## config.mk

```make
export PLATFORM = sky130hd
export DESIGN_NAME = stream_rr_arbiter
export DESIGN_NICKNAME = d
export VERILOG_FILES = /design/src/rtl/stream_rr_arbiter.sv
export SDC_FILE = /design/constraint.sdc
export NUM_CORES = 1
export LEC_CHECK = 0
export ABC_AREA = 1
export ABC_CLOCK_PERIOD_IN_PS = 2460
export CORE_AREA = 5 5 129 131
export DETAILED_ROUTE_END_ITERATION = 8
export DIE_AREA = 0 0 134 136
export PLACE_DENSITY_LB_ADDON = 0.08
export RECOVER_POWER = 50
export SKIP_LAST_GASP = 1
export SYNTH_ARGS = -nofsm -noshare
export SYNTH_HDL_FRONTEND = slang
export SYNTH_SLANG_ARGS = --single-unit
```

## constraint.sdc

```tcl
create_clock -name aclk -period 2.46 [get_ports aclk]
set_input_delay 0.492 -clock aclk [delete_from_list [all_inputs] [get_ports aclk]]
set_output_delay 0.492 -clock aclk [all_outputs]
set_load 0.02 [all_outputs]
```

## src/rtl/stream_rr_arbiter.sv

```systemverilog
// rtl/stream_rr_arbiter.sv - packet-level round-robin arbiter feeding one registered AXI-Stream output
module stream_rr_arbiter #(
  parameter int N = 4,
  parameter int W = 64,
  localparam int IDW = $clog2(N)
) (
  input  logic             aclk,
  input  logic             aresetn,
  input  logic [N*W-1:0]   in_tdata,
  input  logic [N-1:0]     in_tvalid,
  input  logic [N-1:0]     in_tlast,
  output logic [N-1:0]     in_tready,
  input  logic [N-1:0]     ch_enable,
  output logic [W-1:0]     out_tdata,
  output logic             out_tlast,
  output logic [IDW-1:0]   out_tid,
  output logic             out_tvalid,
  input  logic             out_tready,
  output logic             busy
);

  typedef enum logic {IDLE = 1'b0, BUSY = 1'b1} state_t;

  state_t           state;
  state_t           state_next;
  logic [IDW-1:0]   grant;
  logic [IDW-1:0]   last_grant;
  logic [IDW-1:0]   winner;
  logic [IDW-1:0]   cand;
  logic [N-1:0]     req;
  logic             found;
  logic             accept;
  logic             pkt_end;
  logic [W-1:0]     ch_data [N];

  for (genvar i = 0; i < N; i++) begin : g_unpack
    assign ch_data[i] = in_tdata[i*W +: W];
  end

  assign req = in_tvalid & ch_enable;

  // Rotating priority: the scan starts just after the owner of the previous packet.
  always_comb begin
    winner = '0;
    cand   = '0;
    found  = 1'b0;
    for (int k = 1; k <= N; k++) begin
      cand = IDW'((int'(last_grant) + k) % N);
      if (!found && req[cand]) begin
        winner = cand;
        found  = 1'b1;
      end
    end
  end

  assign accept  = in_tvalid[grant] & in_tready[grant];
  assign pkt_end = accept & in_tlast[grant];

  always_ff @(posedge aclk or negedge aresetn) begin
    if (!aresetn) begin
      state <= IDLE;
    end else begin
      state <= state_next;
    end
  end

  always_comb begin
    state_next = state;
    case (state)
      IDLE:    if (found) state_next = BUSY;
      BUSY:    if (pkt_end) state_next = IDLE;
      default: state_next = IDLE;
    endcase
  end

  always_comb begin
    busy      = (state == BUSY);
    in_tready = '0;
    if (state == BUSY) begin
      in_tready[grant] = ~out_tvalid | out_tready;
    end
  end

  always_ff @(posedge aclk or negedge aresetn) begin
    if (!aresetn) begin
      grant      <= '0;
      last_grant <= IDW'(N - 1);
    end else begin
      if (state == IDLE && found) grant <= winner;
      if (pkt_end) last_grant <= grant;
    end
  end

  always_ff @(posedge aclk or negedge aresetn) begin
    if (!aresetn) begin
      out_tvalid <= 1'b0;
      out_tlast  <= 1'b0;
      out_tid    <= '0;
    end else if (accept) begin
      out_tvalid <= 1'b1;
      out_tlast  <= in_tlast[grant];
      out_tid    <= grant;
    end else if (out_tready) begin
      out_tvalid <= 1'b0;
    end
  end

  // Data register carries no reset; it is only meaningful while out_tvalid is high.
  always_ff @(posedge aclk) begin
    if (accept) out_tdata <= ch_data[grant];
  end

endmodule

```

==> Word-level counts from Yosys, hierarchy flattened <==
Index checks and enable logic that the tools add are counted.
{ "totals": {"register_bits": 73, "output_inout_bits": 73, "elab_cells": 68} }
{ "op_classes": {"n_addsub": 4, "magnitude_cmp": 7, "muxes": 33, "bitwise": 8, "n_reduce_logical": 9} }
{ "op_table": {"columns": ["cell", "n"], "rows": [
  ["$bmux 64 s2", 1],
  ["$mux 64", 2],
  ["$mux 1", 16],
  ["$lt 2x3->1 const B", 5],
  ["$bmux 1 s2", 7],
  ["$and 4x4->4", 2],
  ["$mux 2", 4],
  ["$logic_and 1x1->1", 5],
  ["$add 2x1->2 const B", 2],
  ["$add 2x2->2 const B", 2],
  ["$mux 4", 1],
  ["$ge 3x3->1 const B", 1],
  ["$logic_not 1->1", 3],
  ["$not 2->3", 1],
  ["$and 1x1->1", 2],
  ["$demux 1 s2", 1],
  ["$ge 2x1->1 const B", 1],
  ["$not 1->1", 2],
  ["$pmux 1 s2", 1],
  ["$reduce_bool 2->1", 1],
  ["$or 1x1->1", 1]
]} }

==> Logic depth before layout (Yosys ltp) <==
Gate-level depths: netlist of the first run.
{ "depth": {"word_depth": 15, "mapped_depth": 10, "mapped_depth_nobuf": 10} }

==> Least setup slack after synthesis of the first run <==
Ideal clock, no wire load.
{ "synth_path": {"path_type": "flip-flop to output port", "start": "register state (netlist: busy)", "end": "output in_tready[0]", "arrival_time_ns": 1.347, "t_required_ns": 1.968, "slack_ns": 0.621, "stages_incl_launch_ff": 5, "path_buffers": 0, "cell_sequence": "dfrtp_1 inv_1 nor2_1 inv_1 nor3_1"} }
{ "synth_between": {"elab_chain_len": 1} }
{ "synth_lines": {"columns": ["item", "line_no", "rtl"], "rows": [
  ["start: declaration", "24", "state_t state;"],
  ["start signal: assignment", "63", "state <= state_next;"],
  ["$mux 4", "79", "if (state == BUSY) begin"],
  ["end: declaration", "12", "output logic [N-1:0] in_tready,"]
]} }
No other way between the ends.

==> Final worst setup path of the first run <==
{ "layout_path": {"start": "input out_tready", "end": "output in_tready[2]"} }
{ "layout_between": {"elab_chain_len": 3} }
{ "layout_lines": {"columns": ["item", "line_no", "rtl"], "rows": [
  ["start: declaration", "18", "input logic out_tready,"],
  ["$or 1x1->1", "80", "in_tready[grant] = ~out_tvalid | out_tready;"],
  ["$and 4x4->4 (no line)", null, null],
  ["$mux 4", "79", null]
]} }
No other way between the ends.

==> flow_summary.toml, run 1 <==
[run_status]
status = "finished, final reports clean"

[final_layout]
antenna_cells = 0
fin_nets = 1025
multi_input_area_sq_um = 1737
n_fill_cell = 1417
drive_gt1_share_pct = 6.192
area_delta_synth_final_pct = 92.49
regArea_sq_um = 2150
post-route-cell-area_sq_um = 7955
utilization_pct = 51.38

[timing]
finalCritPeriodShare_pct = 90.21
finalHoldViolCount = 0
finalSetupViolCount = 0
rsz0062_at_grt = "no"
fin_crit_ns = 2.219
worst_pin_slew_ns = 0.7558
max_freq_mhz = 450.6
finalMaxSlewViolations = 0
slew_headroom_pct = 49.62
fin_hold_ws_ns = 0.4759
fin_skew_ns = 0.005561
tns_ns = 0

[floorplanning]
fp.dieH_um = 136
die_area_sq_um = 18220
die_w_um = 134
io_pins = 344
start_util_pct = 26.69
std_cell_rows = 46
core_region_area_sq_um = 15480

[logic_synthesis]
seq_area_frac_synth_pct = 52.01
synthTopCellsByArea = "edfxtp_1, a22oi_1, nand2_1, dfrtp_1, nand3_1"
async_flop_share_pct = 12.33
synth.most_common_cell = "nand2_1"
netlist_top_cells_count = "nand2_1, a22oi_1, edfxtp_1"
ys_ff_latch = 73
synth_nets = 691
synth_top_area_share_pct = 46.50
syn_area_per_cell_sq_um = 9.840
synth_area_sq_um = 4133
synth_area_leader_cell = "edfxtp_1"
synth_cells = 420
yosys_most_used_dff = "edfxtp_1"
synth.yosys.warnings = 0
synth_cell_type_count = 24
synth_edf_count = 64

[power_and_ir_drop]
leakagePower_nw = 3.092
power_density_nw_per_um2 = 1042
vdd_drop_max_mv = 0.6320

[clock_network]
ctsRootBufferMaster = "clkbuf_16"
cts_made_buffers = 9
cts.sinks = 73
cts_buffer_depth = 2
tritoncts = "built"
clkSlewWorstSetupHoldPaths_ns = 0.05
htreeDepth = 3
cts_hold_buffers = 0
clkLatencyLatePin_ns = 0.33

[critical_path]
crit_required_ns = 1.97
rrSetupSlack_ns = 0.29
end_kind = "output port"
r2r_start = "grant[0]$_DFFE_PN0P_"
cpPeakStageDelay_ns = 0.48
cp_top_family = "buffers and inverters"
crit_type = "input pin to output port"
cp_common_cell = "nor2_1"
cp_cell_sequence = "clkdlybuf4s50_1 -> nor2_1 -> nor2_1 -> inv_1 -> nor3_1 -> dlygate4sd2_1"
crit_arrival_ns = 1.73
r2r-end = "out_tdata[39]$_DFFE_PP_"
r2r_cells = 7
slowest_stage = "clkdlybuf4s50_1"
start_kind = "input pin"
critPathMaxFanout = 4
critPathBufInv = 3

[route]
num_vias = 4659
initialDrtViolationCount = 258
drt-total-wl_um = 18560
vias_per_cell = 4.899
drc = 0
wl_per_cell_um = 19.52
ant_nets = 0
first_pass_iters = 5

[placed_design]
place_area_sq_um = 7730
gp_congestion = 0.8881
dp_hpwl_um = 14880
port_buffers = 343

[global_routing]
grt_pass1_wl_um = 27230
grt.overflow.total = 0
first_global_vias = 4793
track_usage_pct = 19.28
grt_start_max_net_pins = 66
antenna_found_initial = 0

[min_path]
hp-start = "out_tlast$_DFFE_PN0P_"
min_to = "out_tlast$_DFFE_PN0P_"
hp-class = "flop to flop"
min_path_cells = 2

[job]
cap_violations = 0
==> timing repair <==
action                     4_1_cts  5_1_grt
resized for setup                2        2
setup endpoints to repair        2        2
buffers inserted                 0        0
==> report_power, final <==
| group | switching (mW) | internal (mW) | leakage, nW |
|---|---|---|---|
| Clock | 0.456 | 0.674 | 0.122 |
| Sequential | 0.204 | 2.25 | 0.713 |
| Combinational | 2.84 | 1.88 | 2.26 |
==> cells in the final DEF (no fill, tap or decap), types with 2 or more instances in the layout <==
cell / netlist / final
a22oi_1: 101 / 102
a22oi_2: 11 / 10
buf_12: 0 / 2
buf_4: 13 / 6
clkbuf_1: 0 / 4
clkbuf_16: 0 / 9
clkdlybuf4s50_1: 0 / 269
clkinv_1: 0 / 2
dfrtp_1: 7 / 7
dlygate4sd2_1: 0 / 2
dlygate4sd3_1: 0 / 70
dlymetal6s2s_1: 0 / 2
edfxtp_1: 64 / 64
inv_1: 3 / 5
inv_2: 6 / 4
nand2_1: 135 / 136
nand2_2: 6 / 6
nand3_1: 32 / 33
nand4_1: 4 / 4
nor2_1: 6 / 5
nor2_4: 0 / 2
nor3_1: 2 / 2
o21ai_0: 2 / 2
==> layer usage <==
metal / GRT usage (%) / share of wire [%] / vias to the layer above
met4: 5.143 / 1.4 / 0
met5: 0 / 0 / -
met1: 20.28 / 37 / 2187
li1: - / - / 2238
met2: 37.23 / 55 / 213
met3: 5.736 / 7.3 / 21
==> registers in the layout, indices dropped and copies added (netlist names) <==
| name | flops |
|---|---|
| out_tvalid | 1 |
| out_tid | 2 |
| out_tdata | 64 |
| out_tlast | 1 |
| busy | 1 |
| last_grant | 2 |
| grant | 2 |
==> per-stage QoR <==
step | worst slack [ns] | std cells | power, mW
5_1_grt | 0.09132 | 951 | 8.841
3_5_place_dp | -0.04946 | 935 | 7.565
4_1_cts | 0.03505 | 951 | 8.704
2_1_floorplan | 0.6208 | 420 | 5.259
6_report | 0.2409 | 951 | 8.291
3_3_place_gp | -0.03724 | 935 | 7.488
==> layout make-up <==
type / instances / share of cell area, %
timing repair buffer: 353 / 44.40
sequential: 73 / 27.02
multi-input combinational: 307 / 21.83
tap: 192 / 3.020
clock buffer: 12 / 2.973
inverter: 10 / 0.5033
clock inverter: 4 / 0.2517
==> kinds of logic (layout without fill, tap and decap cells) <==
kind of cell           count (synthesis)  after routing  synth area share (%)
and+or+nand+nor                      192            192                 20.07
AOI/OAI and AO/OA                    115            115                 22.07
DFF                                   73             73                 52.01
buffers and inverters                 40            379                 5.843
==> tightest hold or removal path, cell delays in order (launching register included) <==
cell and delay, ns:
dfrtp_1 0.33, nand2_1 0.06, nand2_1 0.06
==> worst max path at each step <==
stage	from	endpoint	slack (ns)	cells after the start
after floorplan	busy$_DFF_PN0_	in_tready[0]	0.62	4
after global placement	out_tready	in_tready[2]	-0.04	6
after detailed placement	out_tready	in_tready[2]	-0.05	6
after CTS	out_tready	in_tready[3]	0.04	6
after global routing	grant[0]$_DFFE_PN0P_	out_tdata[39]$_DFFE_PP_	0.09	7
final	out_tready	in_tready[2]	0.24	6
Note: power is estimated with default switching activity, not from simulation.
==> run 2, diff against run 1 <==
Settings changed: CORE_AREA 5 5 129 131 to 2 2 133 135, DIE_AREA 0 0 134 136 to 0 0 135 137, RECOVER_POWER 50 to 25.
==> flow_summary.toml, run 2 (same netlist as run 1, synthesis figures left out) <==
[route]
ant_nets = 0
drc = 0
vias_per_cell = 4.728
drt-total-wl_um = 18500
initialDrtViolationCount = 186
first_pass_iters = 5
wl_per_cell_um = 18.76
num_vias = 4662

[clock_network]
cts_setup_buffers = 0
cts.sinks = 73
tritoncts = "built"
htreeDepth = 3
cts_made_buffers = 9
clkSlewWorstSetupHoldPaths_ns = 0.06
ctsRootBufferMaster = "clkbuf_16"
clkLatencyLatePin_ns = 0.34
cts_buffer_depth = 2
cts_hold_buffers = 0

[timing]
max_freq_mhz = 451.9
fin_crit_ns = 2.213
finalHoldViolCount = 0
finalCritPeriodShare_pct = 89.96
fin_skew_ns = 0.004927
rsz0062_at_grt = "no"
tns_ns = 0
finalWorstSetupSlack_ns = 0.2471
finalMaxSlewViolations = 0
worst_pin_slew_ns = 0.7153
finalSetupViolCount = 0
slew_headroom_pct = 52.31

[floorplanning]
core_region_area_sq_um = 17060
io_pins = 344
std_cell_rows = 48
fp.dieH_um = 137
start_util_pct = 24.23
die_area_sq_um = 18500
die_w_um = 135

[critical_path]
slowest_stage = "clkdlybuf4s50_1"
r2r_cells = 7
rrSetupSlack_ns = 0.33
crit_arrival_ns = 1.72
endpoint = "in_tready[0]"
cp_common_cell = "nor2_1"
r2r_start = "grant[0]$_DFFE_PN0P_"
cpPeakStageDelay_ns = 0.48
crit_type = "input pin to output port"
critPathMaxFanout = 4
crit_required_ns = 1.97
end_kind = "output port"
critPathLaunch = "out_tready"
start_kind = "input pin"
cp_cell_sequence = "clkdlybuf4s50_1 -> nor2_1 -> nor2_1 -> inv_1 -> nor3_1 -> dlygate4sd2_1"
r2r-end = "out_tdata[55]$_DFFE_PP_"

[final_layout]
post-route-cell-area_sq_um = 8071
fin_nets = 1025
final_cell_mix = "clkdlybuf4s50_1, nand2_1, a22oi_1"
n_fill_cell = 1589
regMostFlops = "out_tdata"
final_common_cell = "clkdlybuf4s50_1"
area_delta_synth_final_pct = 95.31
drive_gt1_share_pct = 5.929
stdcell_count = 986
largest_reg_flops = 64

[power_and_ir_drop]
power_frac_seq_pct = 28.0
swShare_pct = 40.87
pwr-share-clk_pct = 15.6
p_int_mw = 5.230
fin_total_pwr_mw = 8.844
combPwrFrac_pct = 56.4
power_density_nw_per_um2 = 1096
switching_power_mw = 3.614
vdd_drop_max_mv = 0.5235
leakagePower_nw = 3.111

[placed_design]
post-place-ws_ns = -0.04456
dp.cells = 968
gp_congestion = 0.8518
dp_hpwl_um = 14320
port_buffers = 343
place_area_sq_um = 7796

[run_status]
status = "finished, final reports clean"

[global_routing]
grt_pass1_wl_um = 26480
grt_start_max_net_pins = 66
first_global_vias = 4594
antenna_found_initial = 2
track_usage_pct = 19.20
grt.overflow.total = 0

[min_path]
hp-class = "flop to flop"

[job]
cap_violations = 0
-- run 2: cell types whose count changed in the layout (fill, tap and decap cells not counted), sizes merged --
cell | previous run | this run
clkdlybuf4s50 | 269 | 338
dlygate4sd3 | 70 | 1
clkbuf | 14 | 10
bufinv | 0 | 2
clkinv | 3 | 5
diode | 0 | 2
buf | 8 | 9
clkinvlp | 1 | 0
-- run 2: area by class of cell --
type                            instances  area [sq um]  area share, %
Clock buffer                            9         225.2          2.790
Inverter                               10         40.04         0.4960
Timing Repair Buffer                  353          3571          44.24
Clock inverter                          7         85.08          1.054
Antenna cell                            2         5.005        0.06201
Sequential cell                        73          2150          26.63
Multi-Input combinational cell        307          1714          21.24
Tap cell                              225         281.5          3.488
-- run 2: repair_timing --
action	4_1_cts	5_1_grt
resized for setup	2	2
setup endpoints to repair	2	2
hold endpoints to repair	0	0
cloned	0	0
-- run 2: worst min path at each step --
stage                                 from                endpoint  slack [ns]  depth (start not counted)
CTS                                aresetn  out_tid[0]$_DFFE_PN0P_        0.46                          1
global route         out_tlast$_DFFE_PN0P_   out_tlast$_DFFE_PN0P_        0.52                          2
detailed placement   out_tlast$_DFFE_PN0P_   out_tlast$_DFFE_PN0P_        0.47                          2
floorplan                          aresetn          busy$_DFF_PN0_        0.20                          0
finish               out_tlast$_DFFE_PN0P_   out_tlast$_DFFE_PN0P_        0.48                          2
global placement    out_tid[0]$_DFFE_PN0P_  out_tid[0]$_DFFE_PN0P_        0.48                          2
-- run 2: layer usage --
metal  routed length [um]  part of all wire (%)  GRT usage [%]
met2                 9320                    50          34.52
met1                 6909                    37          20.82
met4                  715                   3.9          10.01
met3                 1550                   8.4          4.926
met5                    0                     0              0
-- run 2: critical path: cells and delay by family --
kind          cells  cell delay, ns
buf+inv           3            0.93
simple gates      3            0.30
-- run 2: metrics by stage --
stage	utilization (%)	hold WS (ns)
floorplan	-	0.1964
global placement	45.71	0.4807
detailed placement	45.71	0.4731
CTS	47.51	0.4618
global route	47.32	0.5243
finish	47.32	0.4774
-- run 2: power by group through the flow --
stage	registers [mW]	logic [mW]	clock network, mW
finish	2.47	4.99	1.38
global route	2.54	5.37	1.48
CTS	2.48	5.13	1.44
detailed placement	2.51	5.12	0
global placement	2.48	5.10	0
floorplan	3.14	2.12	0
==> run 3, diff against run 2 <==
Settings changed: CORE_AREA 2 2 133 135 to 4 4 131 133.
==> flow_summary.toml, run 3 (same netlist as run 1, synthesis figures left out) <==
[run_status]
status = "finished, final reports clean"

[min_path]
hp-class = "flop to flop"
hp-start = "out_tid[0]$_DFFE_PN0P_"

[clock_network]
cts_made_buffers = 9
tritoncts = "built"
clkLatencyLatePin_ns = 0.33
cts.sinks = 73
htreeDepth = 3
cts_buffer_depth = 2
cts_setup_buffers = 0
ctsRootBufferMaster = "clkbuf_16"
clkSlewWorstSetupHoldPaths_ns = 0.05

[floorplanning]
die_area_sq_um = 18500
start_util_pct = 26.11
fp.dieH_um = 137
die_w_um = 135
core_region_area_sq_um = 15830
io_pins = 344
std_cell_rows = 46

[route]
drc = 0
first_pass_iters = 5
wl_per_cell_um = 19.87
ant_nets = 0
initialDrtViolationCount = 239
vias_per_cell = 4.828
drt-total-wl_um = 19410
num_vias = 4717

[critical_path]
start_kind = "input pin"
r2r_start = "grant[0]$_DFFE_PN0P_"
crit_required_ns = 1.97
critPathLaunch = "out_tready"
crit_type = "input pin to output port"
crit_arrival_ns = 1.74
end_kind = "output port"
critPathMaxFanout = 4

[timing]
finalCritPeriodShare_pct = 90.77
fin_crit_ns = 2.233
worst_pin_slew_ns = 0.8326
finalMaxSlewViolations = 0
finalSetupViolCount = 0
rsz0062_at_grt = "no"
slew_headroom_pct = 44.49
finalHoldViolCount = 0
fin_skew_ns = 0.004858
max_freq_mhz = 447.8

[global_routing]
grt.overflow.total = 0
grt_pass1_wl_um = 27870
track_usage_pct = 19.86
first_global_vias = 4766
antenna_found_initial = 0
grt_start_max_net_pins = 66

[final_layout]
fin_nets = 1027
antenna_cells = 0
regMostFlops = "out_tdata"
final_cell_mix = "clkdlybuf4s50_1, nand2_1, a22oi_1"
utilization_pct = 50.82
final_common_cell = "clkdlybuf4s50_1"
post-route-cell-area_sq_um = 8044
drive_gt1_share_pct = 7.227
largest_reg_flops = 64
area_delta_synth_final_pct = 94.64

[power_and_ir_drop]
power_frac_seq_pct = 28.5
pwr-share-clk_pct = 14.4
vdd_drop_max_mv = 0.6440
swShare_pct = 41.34
p_int_mw = 5.114
leakagePower_nw = 3.104
switching_power_mw = 3.605
power_density_nw_per_um2 = 1084
combPwrFrac_pct = 57.2

[placed_design]
dp_hpwl_um = 15450
place_area_sq_um = 7775
port_buffers = 343
gp_congestion = 0.9038

[job]
cap_violations = 0
[run 3: changes by cell type in the layout (fill, tap and decap cells not counted), moves of 2 or more]
cell | previous run | this run
clkinv_2 | 1 | 3
buf_4 | 4 | 9
a22oi_1 | 108 | 101
a22oi_2 | 4 | 11
diode_2 | 2 | 0
buf_12 | 5 | 2
[run 3: power groups by stage]
stage / sequential [mW] / combinational (mW) / clock (mW)
2_1_floorplan: 3.14 / 2.12 / 0
3_3_place_gp: 2.49 / 5.04 / 0
3_5_place_dp: 2.51 / 5.11 / 0
4_1_cts: 2.49 / 5.10 / 1.30
5_1_grt: 2.54 / 5.33 / 1.37
6_report: 2.48 / 4.98 / 1.25
[run 3: metal layers]
| layer | global-route usage [%] | part of all wire [%] | vias to the layer above | wire, um |
|---|---|---|---|---|
| met3 | 5.699 | 8.7 | 28 | 1687 |
| met5 | 0 | 0 | - | 0 |
| met2 | 37.05 | 52 | 226 | 10120 |
| li1 | - | - | 2248 | - |
| met1 | 21.27 | 37 | 2215 | 7120 |
| met4 | 7.391 | 2.5 | 0 | 484 |
[run 3: worst max-delay path: stages]
cell	delay (ns)
clkdlybuf4s50_1	0.48
nor2_1	0.05
nor2_1	0.12
inv_1	0.09
nor3_1	0.14
dlygate4sd2_1	0.36
[run 3: cell type report]
cell class                 count  area, sq um
clock inverter                 7        61.31
inverter                      10        40.04
fill                        1444         7784
clock buffer                   9        225.2
tap                          216        270.3
timing repair buffer         355         3551
sequential                    73         2150
multi-input combinational    307         1747
[run 3: final timing paths]
path	end	slack [ns]	depth (start not counted)
min in group asynchronous	out_tvalid$_DFFE_PN0P_	0.53	1
worst max register to register	busy$_DFF_PN0_	0.29	8
worst min-delay path	out_tid[0]$_DFFE_PN0P_	0.48	2
worst min register to register	out_tid[0]$_DFFE_PN0P_	0.48	2
max in group asynchronous	last_grant[0]$_DFFE_PN1P_	1.60	1
worst max-delay path	in_tready[2]	0.23	6
[run 3: metrics by stage]
stage | cells | setup TNS, ns | power, mW | hold slack, ns | setup WS (ns)
floorplan | 420 | 0 | 5.259 | 0.1964 | 0.6208
global placement | 961 | -0.06149 | 7.529 | 0.4660 | -0.03300
detailed placement | 961 | -0.06788 | 7.619 | 0.4645 | -0.04156
CTS | 977 | 0 | 8.897 | 0.4612 | 0.006790
global route | 977 | 0 | 9.234 | 0.5228 | 0.06496
finish | 977 | 0 | 8.719 | 0.4788 | 0.2271
[run 3: repair_timing]
item / 4_1_cts / 5_1_grt
setup endpoints to repair: 2 / 2
gates resized for setup: 2 / 2
hold buffers: 0 / 0
